<file path="src/rtl/mem_stage.sv">
// Memory-access stage: EX/MEM slot, load/store handshake FSM,
// byte/halfword alignment and the MEM/WB register.
module mem_stage #(
  parameter int DATA_WIDTH     = 32,
  parameter int REG_ADDR_WIDTH = 5
) (
  input  logic                      clk,
  input  logic                      rst_n,
  input  logic                      ex_valid_i,
  input  logic [DATA_WIDTH-1:0]     ex_alu_result_i,
  input  logic [DATA_WIDTH-1:0]     ex_rd_data2_i,
  input  logic [2:0]                ex_funct3_i,
  input  logic [REG_ADDR_WIDTH-1:0] ex_rd_addr_i,
  input  logic [DATA_WIDTH-1:0]     ex_pc_plus4_i,
  input  logic                      ex_RegWrite_i,
  input  logic                      ex_MemRead_i,
  input  logic                      ex_MemWrite_i,
  input  logic [1:0]                ex_WBSel_i,
  output logic                      dmem_req_o,
  output logic                      dmem_we_o,
  output logic [DATA_WIDTH-1:0]     dmem_addr_o,
  output logic [DATA_WIDTH-1:0]     dmem_wdata_o,
  output logic [3:0]                dmem_be_o,
  input  logic                      dmem_gnt_i,
  input  logic                      dmem_rvalid_i,
  input  logic [DATA_WIDTH-1:0]     dmem_rdata_i,
  output logic                      stall_o,
  output logic [DATA_WIDTH-1:0]     alu_result_MEM_o,
  output logic [DATA_WIDTH-1:0]     mem_data_MEM_o,
  output logic                      wb_valid_o,
  output logic                      wb_RegWrite_o,
  output logic [DATA_WIDTH-1:0]     wb_alu_result_o,
  output logic [DATA_WIDTH-1:0]     wb_mem_data_o,
  output logic [DATA_WIDTH-1:0]     wb_pc_plus4_o,
  output logic [REG_ADDR_WIDTH-1:0] wb_rd_addr_o,
  output logic [1:0]                wb_WBSel_o,
  output logic                      mem_fault_o
);

  localparam int DW = DATA_WIDTH;
  localparam int RW = REG_ADDR_WIDTH;

  typedef enum logic [1:0] {IDLE, REQ, WAIT} state_t;

  typedef struct packed {
    logic          valid;
    logic [DW-1:0] alu;
    logic [DW-1:0] wdata;
    logic [DW-1:0] pc4;
    logic [2:0]    funct3;
    logic [RW-1:0] rd;
    logic          regwrite;
    logic          memread;
    logic          memwrite;
    logic [1:0]    wbsel;
  } slot_t;

  function automatic logic fault_f(
    input logic       rd,
    input logic [2:0] f3,
    input logic [1:0] a
  );
    logic bad;
    logic mis;
    if (rd)
      bad = !(f3 inside {3'b000, 3'b001, 3'b010,
                         3'b100, 3'b101});
    else
      bad = !(f3 inside {3'b000, 3'b001, 3'b010});
    mis = (f3[1:0] == 2'b01 && a[0]) ||
          (f3[1:0] == 2'b10 && a != 2'b00);
    return bad || mis;
  endfunction

  state_t state, state_nx;
  slot_t  s;

  logic ex_mem_ok;
  logic s_mem;
  logic s_fault;
  logic is_load;
  logic is_store;
  logic [DW-1:0] lane;
  logic [DW-1:0] ld_fmt;

  assign ex_mem_ok = ex_valid_i &&
                     (ex_MemRead_i || ex_MemWrite_i) &&
                     !fault_f(ex_MemRead_i, ex_funct3_i,
                              ex_alu_result_i[1:0]);

  assign s_mem    = s.valid && (s.memread || s.memwrite);
  assign s_fault  = s_mem &&
                    fault_f(s.memread, s.funct3, s.alu[1:0]);
  assign is_load  = s.memread;
  assign is_store = s.memwrite && !s.memread;

  assign stall_o =
    (state == REQ && !(dmem_gnt_i && is_store)) ||
    (state == REQ && is_load) ||
    (state == WAIT && !dmem_rvalid_i);

  assign dmem_req_o  = (state == REQ);
  assign dmem_we_o   = is_store;
  assign dmem_addr_o = {s.alu[DW-1:2], 2'b00};

  assign alu_result_MEM_o = s.alu;

  // State register; reset abandons any outstanding access.
  always_ff @(posedge clk or negedge rst_n) begin
    if (!rst_n) state <= IDLE;
    else        state <= state_nx;
  end

  // Next state: a completing access may chain straight into REQ.
  always_comb begin
    state_nx = state;
    unique case (state)
      IDLE: state_nx = ex_mem_ok ? REQ : IDLE;
      REQ: begin
        if (dmem_gnt_i) begin
          if (is_load) state_nx = WAIT;
          else state_nx = ex_mem_ok ? REQ : IDLE;
        end
      end
      WAIT: begin
        if (dmem_rvalid_i)
          state_nx = ex_mem_ok ? REQ : IDLE;
      end
      default: state_nx = IDLE;
    endcase
  end

  // Store lane replication and byte enables.
  always_comb begin
    dmem_be_o    = 4'b1111;
    dmem_wdata_o = s.wdata;
    case (s.funct3[1:0])
      2'b00: begin
        dmem_be_o    = 4'b0001 << s.alu[1:0];
        dmem_wdata_o = {(DW/8){s.wdata[7:0]}};
      end
      2'b01: begin
        dmem_be_o    = 4'b0011 << {s.alu[1], 1'b0};
        dmem_wdata_o = {(DW/16){s.wdata[15:0]}};
      end
      default: ;
    endcase
  end

  // Load lane select and sign/zero extension.
  always_comb begin
    lane   = dmem_rdata_i >> {s.alu[1:0], 3'b000};
    ld_fmt = lane;
    case (s.funct3)
      3'b000: ld_fmt = {{(DW-8){lane[7]}}, lane[7:0]};
      3'b001: ld_fmt = {{(DW-16){lane[15]}}, lane[15:0]};
      3'b100: ld_fmt = {{(DW-8){1'b0}}, lane[7:0]};
      3'b101: ld_fmt = {{(DW-16){1'b0}}, lane[15:0]};
      default: ld_fmt = lane;
    endcase
    mem_data_MEM_o = '0;
    if (state == WAIT && dmem_rvalid_i)
      mem_data_MEM_o = ld_fmt;
  end

  // EX/MEM slot, frozen while an access is outstanding.
  always_ff @(posedge clk or negedge rst_n) begin
    if (!rst_n) begin
      s <= '0;
    end else if (!stall_o) begin
      s.valid    <= ex_valid_i;
      s.alu      <= ex_alu_result_i;
      s.wdata    <= ex_rd_data2_i;
      s.pc4      <= ex_pc_plus4_i;
      s.funct3   <= ex_funct3_i;
      s.rd       <= ex_rd_addr_i;
      s.regwrite <= ex_RegWrite_i;
      s.memread  <= ex_MemRead_i;
      s.memwrite <= ex_MemWrite_i;
      s.wbsel    <= ex_WBSel_i;
    end
  end

  // MEM/WB register; a stalled cycle hands WB a bubble.
  always_ff @(posedge clk or negedge rst_n) begin
    if (!rst_n) begin
      wb_valid_o      <= 1'b0;
      wb_RegWrite_o   <= 1'b0;
      mem_fault_o     <= 1'b0;
      wb_alu_result_o <= '0;
      wb_mem_data_o   <= '0;
      wb_pc_plus4_o   <= '0;
      wb_rd_addr_o    <= '0;
      wb_WBSel_o      <= '0;
    end else begin
      wb_alu_result_o <= s.alu;
      wb_mem_data_o   <= mem_data_MEM_o;
      wb_pc_plus4_o   <= s.pc4;
      wb_rd_addr_o    <= s.rd;
      wb_WBSel_o      <= s.wbsel;
      if (stall_o) begin
        wb_valid_o    <= 1'b0;
        wb_RegWrite_o <= 1'b0;
        mem_fault_o   <= 1'b0;
      end else begin
        wb_valid_o    <= s.valid;
        wb_RegWrite_o <= s.valid && s.regwrite && !s_fault;
        mem_fault_o   <= s_fault;
      end
    end
  end

endmodule

</file>
<file path="config.mk">
export PLATFORM = sky130hd
export DESIGN_NAME = mem_stage
export DESIGN_NICKNAME = d
export VERILOG_FILES = /design/src/rtl/mem_stage.sv
export SDC_FILE = /design/constraint.sdc
export NUM_CORES = 1
export LEC_CHECK = 0
export BUFFER_PORTS_ARGS = -buffer_cell sky130_fd_sc_hd__buf_2
export CORE_AREA = 5 5 147 149
export CTS_CLUSTER_DIAMETER = 120
export DETAILED_ROUTE_END_ITERATION = 8
export DIE_AREA = 0 0 152 154
export PLACE_DENSITY = 0.85
export SYNTH_ARGS = -nofsm -noshare
export SYNTH_HDL_FRONTEND = slang
export SYNTH_SLANG_ARGS = --single-unit
</file>
<file path="constraint.sdc">
create_clock -name clk -period 1.85 [get_ports clk]
set_input_delay 0.0925 -clock clk [delete_from_list [all_inputs] [get_ports clk]]
set_output_delay 0.0925 -clock clk [all_outputs]
set_load 0.05 [all_outputs]
</file>
==> results of run 1 <==
[layout make-up]
cell class | instances | area, sq um | share of cell area
clock buffer | 30 | 663 | 0.0439
antenna | 3 | 7.51 | 0.000497
tap | 270 | 338 | 0.0224
inverter | 4 | 22.5 | 0.00149
sequential | 218 | 5460 | 0.362
multi-input combinational | 275 | 3540 | 0.235
clock inverter | 12 | 110 | 0.00730
timing repair buffer | 593 | 4950 | 0.328
[timing repair]
action	CTS	global route
endpoints found under the setup margin	61	154
gates resized for setup	196	174
gates cloned	5	8
pin swaps	14	22
hold buffers	122	0
hold endpoints to repair	239	0
setup buffers	23	17
[through the flow]
stage          setup TNS (ns)  cell area (sq um)  worst slack (ns)  std cells  utilization
2_1_floorplan           -6.81               9090            -0.250        598            -
3_3_place_gp                0              11000            0.0941       1189        0.551
3_5_place_dp                0              11000            0.0429       1189        0.551
4_1_cts                -15.26              14100            -0.368       1381        0.702
5_1_grt                -20.38              15100            -0.501       1405        0.753
6_report               -13.90              15100            -0.432       1405        0.753
[power breakdown]
part	leakage, nW	internal [mW]	switching (mW)
Combinational	4.53	2.60	4.04
Sequential	2.62	5.37	0.451
Clock	0.372	2.69	2.00
Total	7.52	10.7	6.49
[flip-flops by register name, indices dropped and copies added (netlist names), 2 cells and up]
| register | count |
|---|---|
| s | 77 |
| wb_rd_addr_o | 5 |
| state | 2 |
| wb_WBSel_o | 2 |
| alu_result_MEM_o | 32 |
| wb_pc_plus4_o | 32 |
| wb_mem_data_o | 32 |
| wb_alu_result_o | 32 |
[layout by cell type (no fill, tap or decap), drive strengths merged, types with 2 or more instances in the layout]
master	Yosys	final
dlygate4sd3	0	122
diode	0	3
a21oi	3	3
o22ai	2	2
inv	3	4
a211oi	14	14
o211ai	2	2
clkbuf	6	38
a221oi	7	7
o32a	2	2
buf	95	462
mux2i	18	18
clkinv	1	7
dfrtp	218	218
nor2b	17	17
clkinvlp	0	4
nor2	11	11
o21ai	18	18
nand3b	2	2
conb	1	2
nand2	26	26
o21bai	4	4
mux2	133	133
[per-layer routing]
layer,vias up,track usage,part of all wire
li1,3034,-,-
met4,4,0.0959,0.044
met1,3637,0.289,0.36
met2,370,0.485,0.53
met3,115,0.0753,0.065
met5,-,0,0.00061
[cells by family after synthesis]
| logic type | Yosys count | synth area share |
|---|---|---|
| AO/OA/AOI/OAI | 56 | 0.0445 |
| buffers and inverters | 105 | 0.0909 |
| flip-flops | 218 | 0.614 |
| multiplexers | 152 | 0.212 |
| other | 1 | 0.000422 |
| AND/OR/NAND/NOR | 65 | 0.0381 |
[worst max-delay path, cell delays in order, from the launching register on]
cell,delay (ns)
dfrtp_2,0.44
buf_12,0.14
nor2b_1,0.14
a22oi_1,0.19
nand4_1,0.15
buf_4,0.18
buf_12,0.15
o21ai_2,0.09
buf_6,0.19
[worst paths after layout]
kind                                                 start  cells past startpoint                                to
max                        alu_result_MEM_o[1]$_DFFE_PN0P_                      8                mem_data_MEM_o[21]
min                                       dmem_rdata_i[17]                      3       wb_mem_data_o[17]$_DFF_PN0_
max reg2reg                           state[0]$_DFFE_PN0P_                      8                 s[67]$_DFFE_PN0P_
min reg2reg                              s[35]$_DFFE_PN0P_                      0       wb_pc_plus4_o[22]$_DFF_PN0_
max in group asynchronous                            rst_n                      3                 s[70]$_DFFE_PN0P_
min in group asynchronous                            rst_n                      2  alu_result_MEM_o[12]$_DFFE_PN0P_
==> impl_metrics.json, run 1 <==
{
  "outcome": "finished, violations left",
  "violations": "negative setup slack",
  "rrSetupSlack_ns": -0.03,
  "fin_ws_ns": -0.432,
  "grt_start_max_net_pins": 74,
  "worstMarginPinSlew_ns": 0.595,
  "netlist_top_cells_area": "dfrtp_1, mux2_2, mux2_4",
  "fin_skew_ns": 0.0124,
  "syn_area_sq_um": 8890,
  "core_region_area_sq_um": 20000,
  "path_clk_slew_ns": 0.06,
  "cts_buffers": 24,
  "synth_commonest_cells": "dfrtp_1, buf_4, mux2_2",
  "finalCriticalPeriod_ns": 2.28,
  "grt_antenna_before_repair": 5,
  "cts_sinks": 218,
  "yosys_warnings": 0,
  "worst_ep_required_time_ns": 1.76,
  "synth_largest_area_cell": "dfrtp_1",
  "drv_slew": 0,
  "grt_pass1_wl_um": 48800,
  "final.period_utilization": 1.23,
  "hold_viol": 0,
  "worstPathArrival_ns": 2.19,
  "postSynthCellCount": 597,
  "gp_congestion": 0.859,
  "yosysMostFrequentCell": "dfrtp_1",
  "initial_utilization": 0.444,
  "grt-ovfl-total": 0,
  "cp-start-kind": "register",
  "drive_gt1_frac": 0.654,
  "route.detailed.drc": 0,
  "fp.dieArea_sq_um": 23400,
  "seq_area_frac_synth": 0.614,
  "drtPass1Iterations": 4,
  "grt_usage": 0.263,
  "dp_hpwl_um": 19000,
  "critPathKind": "reg -> out",
  "cts_buffer_depth": 3,
  "die_h_um": 154,
  "setup_viol": 98,
  "critPathCaptureType": "output pin",
  "area_growth_pct": 69.8,
  "vias": 7160,
  "clk_latency_ns": 0.52,
  "ant_nets": 0,
  "synth_top_area_frac": 0.614,
  "synth_ff_type": "dfrtp_1",
  "avgSynthCellArea_sq_um": 14.9,
  "wl_um": 34400,
  "die_width_um": 152,
  "synth_edf_count": 0,
  "synth.distinct_cells": 45,
  "slew-limit-headroom": 0.603,
  "nFillCells": 1136,
  "fp-row-count": 52,
  "root_buffer": "clkbuf_16",
  "grt_pass1_vias": 8015,
  "htreeDepth": 1,
  "port_buffers": 384,
  "ios": 387,
  "ys_ff_latch": 218,
  "cts_tree": "built",
  "fmax_mhz": 438,
  "nNetsFinal": 1262,
  "maxCapViolCount": 0,
  "async_flop_share": 1.00,
  "cp_max_fo": 8,
  "power_density_nw_per_um2": 1140,
  "leakagePower_nw": 7.52,
  "ir_drop_uv": 837,
  "finalHoldWorstSlack_ns": 0.0188,
  "vias_per_cell": 5.10,
  "finalPower_mw": 17.1,
  "drt_iter0_markers": 336,
  "wl_per_cell_um": 24.5,
  "min_path_type": "in -> reg",
  "rsz0062_at_grt": "true"
}
No activity file was read; power rests on OpenSTA's default activity.
==> inputs of run 2 (changes only) <==
REMOVE_ABC_BUFFERS = 1   (was not set)
==> run 2 against run 1 <==
  * The run still ends with negative setup slack left
  * Via count up 4.7%
  * Register-to-register slack worse by 0.13 ns
  * Combinational power down 2%
  * Final area down 2.1%
  * Critical path type unchanged
  * Largest cell class unchanged
==> impl_metrics.json, run 2 (synthesis results as in run 1) <==
{
  "clock_power_share": 0.281,
  "worstMarginPinSlew_ns": 0.576,
  "grt_usage": 0.255,
  "nNetsFinal": 1266,
  "pwr-share-comb": 0.380,
  "initial_utilization": 0.444,
  "worst_ep_required_time_ns": 1.76,
  "fp-row-count": 52,
  "seq_area_sq_um": 5460,
  "worstPathArrival_ns": 2.23,
  "intPower_mw": 10.7,
  "regMostFlops": "s",
  "seq_power_share": 0.338,
  "die_h_um": 154,
  "cp-start-kind": "register",
  "drive_gt1_frac": 0.642,
  "drtPass1Iterations": 5,
  "cpMostUsedCell": "buf_6",
  "p_sw_frac": 0.376,
  "final.period_utilization": 1.26,
  "cpPeakStageDelay_ns": 0.44,
  "violations": "negative setup slack",
  "root_buffer": "clkbuf_16",
  "finalInstanceArea_sq_um": 14800,
  "grt-ovfl-total": 0,
  "gp_congestion": 0.868,
  "dp_hpwl_um": 17700,
  "critPathKind": "reg -> out",
  "largest_reg_flops": 77,
  "fin_ws_ns": -0.475,
  "dpl-instance-area_sq_um": 10800,
  "critPathCaptureType": "output pin",
  "grt_antenna_before_repair": 6,
  "ant_nets": 0,
  "wl_per_cell_um": 25.7,
  "port_buffers": 384,
  "setup_viol": 139,
  "min_path_type": "in -> reg",
  "leakagePower_nw": 7.39,
  "core_region_area_sq_um": 20000,
  "critical_path.cell_chain": "buf_6, mux2i_2, a22oi_2, nand4_1, buf_6, o21ai_4, buf_6",
  "cts_buffers": 23,
  "multi_input_area_sq_um": 3330,
  "switchingPower_mw": 6.45,
  "grt_start_max_net_pins": 94,
  "layout_common_cells": "buf_2, dfrtp_1, dlygate4sd3_1",
  "outcome": "finished, violations left",
  "fin_skew_ns": 0.0143,
  "power_density_nw_per_um2": 1160,
  "grt_pass1_vias": 8004,
  "nFillCells": 1126,
  "grt_pass1_wl_um": 47600,
  "cp_max_fo": 8,
  "vias": 7497,
  "route.detailed.drc": 0,
  "cp_slowest_cell": "dfrtp_2",
  "path_clk_slew_ns": 0.07,
  "ios": 387,
  "cts_buffer_depth": 3,
  "rsz0062_at_grt": "true",
  "clk_latency_ns": 0.51,
  "slew-limit-headroom": 0.605,
  "area_growth_pct": 66.1,
  "finalHoldWorstSlack_ns": 0.0123,
  "dp_slack_ns": 0.0311,
  "die_width_um": 152,
  "cts_tree": "built",
  "fmax_mhz": 430,
  "final_common_cell": "buf_2",
  "htreeDepth": 1,
  "cts_sinks": 218,
  "drv_slew": 0,
  "finalCriticalPeriod_ns": 2.32,
  "vias_per_cell": 5.31,
  "fp.dieArea_sq_um": 23400,
  "ir_drop_uv": 767,
  "wl_um": 36400,
  "maxCapViolCount": 0,
  "drt_iter0_markers": 411,
  "hold_viol": 0
}
==> run 2: cell types whose count changed in the layout (fill, tap and decap cells not counted), moves of 6 or more <==
| cell | previous run | this run |
|---|---|---|
| buf_12 | 21 | 15 |
| buf_16 | 8 | 2 |
| buf_6 | 39 | 53 |
| mux2_4 | 111 | 92 |
| mux2_2 | 16 | 38 |
| mux2i_1 | 4 | 10 |
==> run 2: worst paths after layout <==
check / startpoint / end / slack (ns) / cells past startpoint
max: alu_result_MEM_o[0]$_DFFE_PN0P_ / mem_data_MEM_o[23] / -0.47 / 7
min: dmem_rdata_i[16] / wb_mem_data_o[16]$_DFF_PN0_ / 0.01 / 3
max reg2reg: state[0]$_DFFE_PN0P_ / alu_result_MEM_o[30]$_DFFE_PN0P_ / -0.16 / 9
min reg2reg: s[25]$_DFFE_PN0P_ / wb_pc_plus4_o[12]$_DFF_PN0_ / 0.37 / 0
max in group asynchronous: rst_n / s[62]$_DFFE_PN0P_ / 0.98 / 3
min in group asynchronous: rst_n / wb_alu_result_o[4]$_DFF_PN0_ / 0.08 / 2
==> run 2: layout make-up <==
class,count,area share
multi-input combinational,275,0.225
sequential,218,0.370
inverter,4,0.00119
timing repair buffer,598,0.327
clock buffer,31,0.0437
tap,270,0.0229
clock inverter,10,0.00890
antenna,6,0.00102
==> run 2: repair_timing <==
action                                 4_1_cts  5_1_grt
pin swaps                                   12       10
cloned                                       3       10
hold buffers                               122        0
endpoints found under the hold margin      343        0
gates resized for setup                    241      135
setup buffers                               19       24
setup endpoints to repair                   61      158
==> run 2: critical path: cells and delay by family (launching register included) <==
kind	cells	cell delay [ns]
flops	1	0.44
compound gates	2	0.32
mux	1	0.17
simple gates	1	0.21
buf+inv	3	0.59
==> run 2: power by group through the flow <==
stage	registers [mW]	clock network, mW	logic [mW]
2_1_floorplan	7.51	0	1.70
3_3_place_gp	5.76	0	4.80
3_5_place_dp	5.80	0	4.86
4_1_cts	5.73	4.80	5.68
5_1_grt	5.86	5.09	6.71
6_report	5.80	4.83	6.53
==> run 2: routing by layer <==
metal	track usage	up-vias	part of all wire
li1	-	3049	-
met1	0.280	3758	0.34
met2	0.463	515	0.52
met3	0.0635	175	0.077
met4	0.123	0	0.065
met5	0	-	0
==> run 2: stage by stage <==
| step | TNS [ns] | util | power (mW) | cells |
|---|---|---|---|---|
| finish | -18.89 | 0.737 | 17.2 | 1412 |
| floorplan | -313.97 | - | 9.20 | 497 |
| global route | -26.38 | 0.737 | 17.7 | 1412 |
| detailed placement | 0 | 0.538 | 10.7 | 1191 |
| global placement | 0 | 0.538 | 10.6 | 1191 |
| CTS | -9.19 | 0.687 | 16.2 | 1376 |
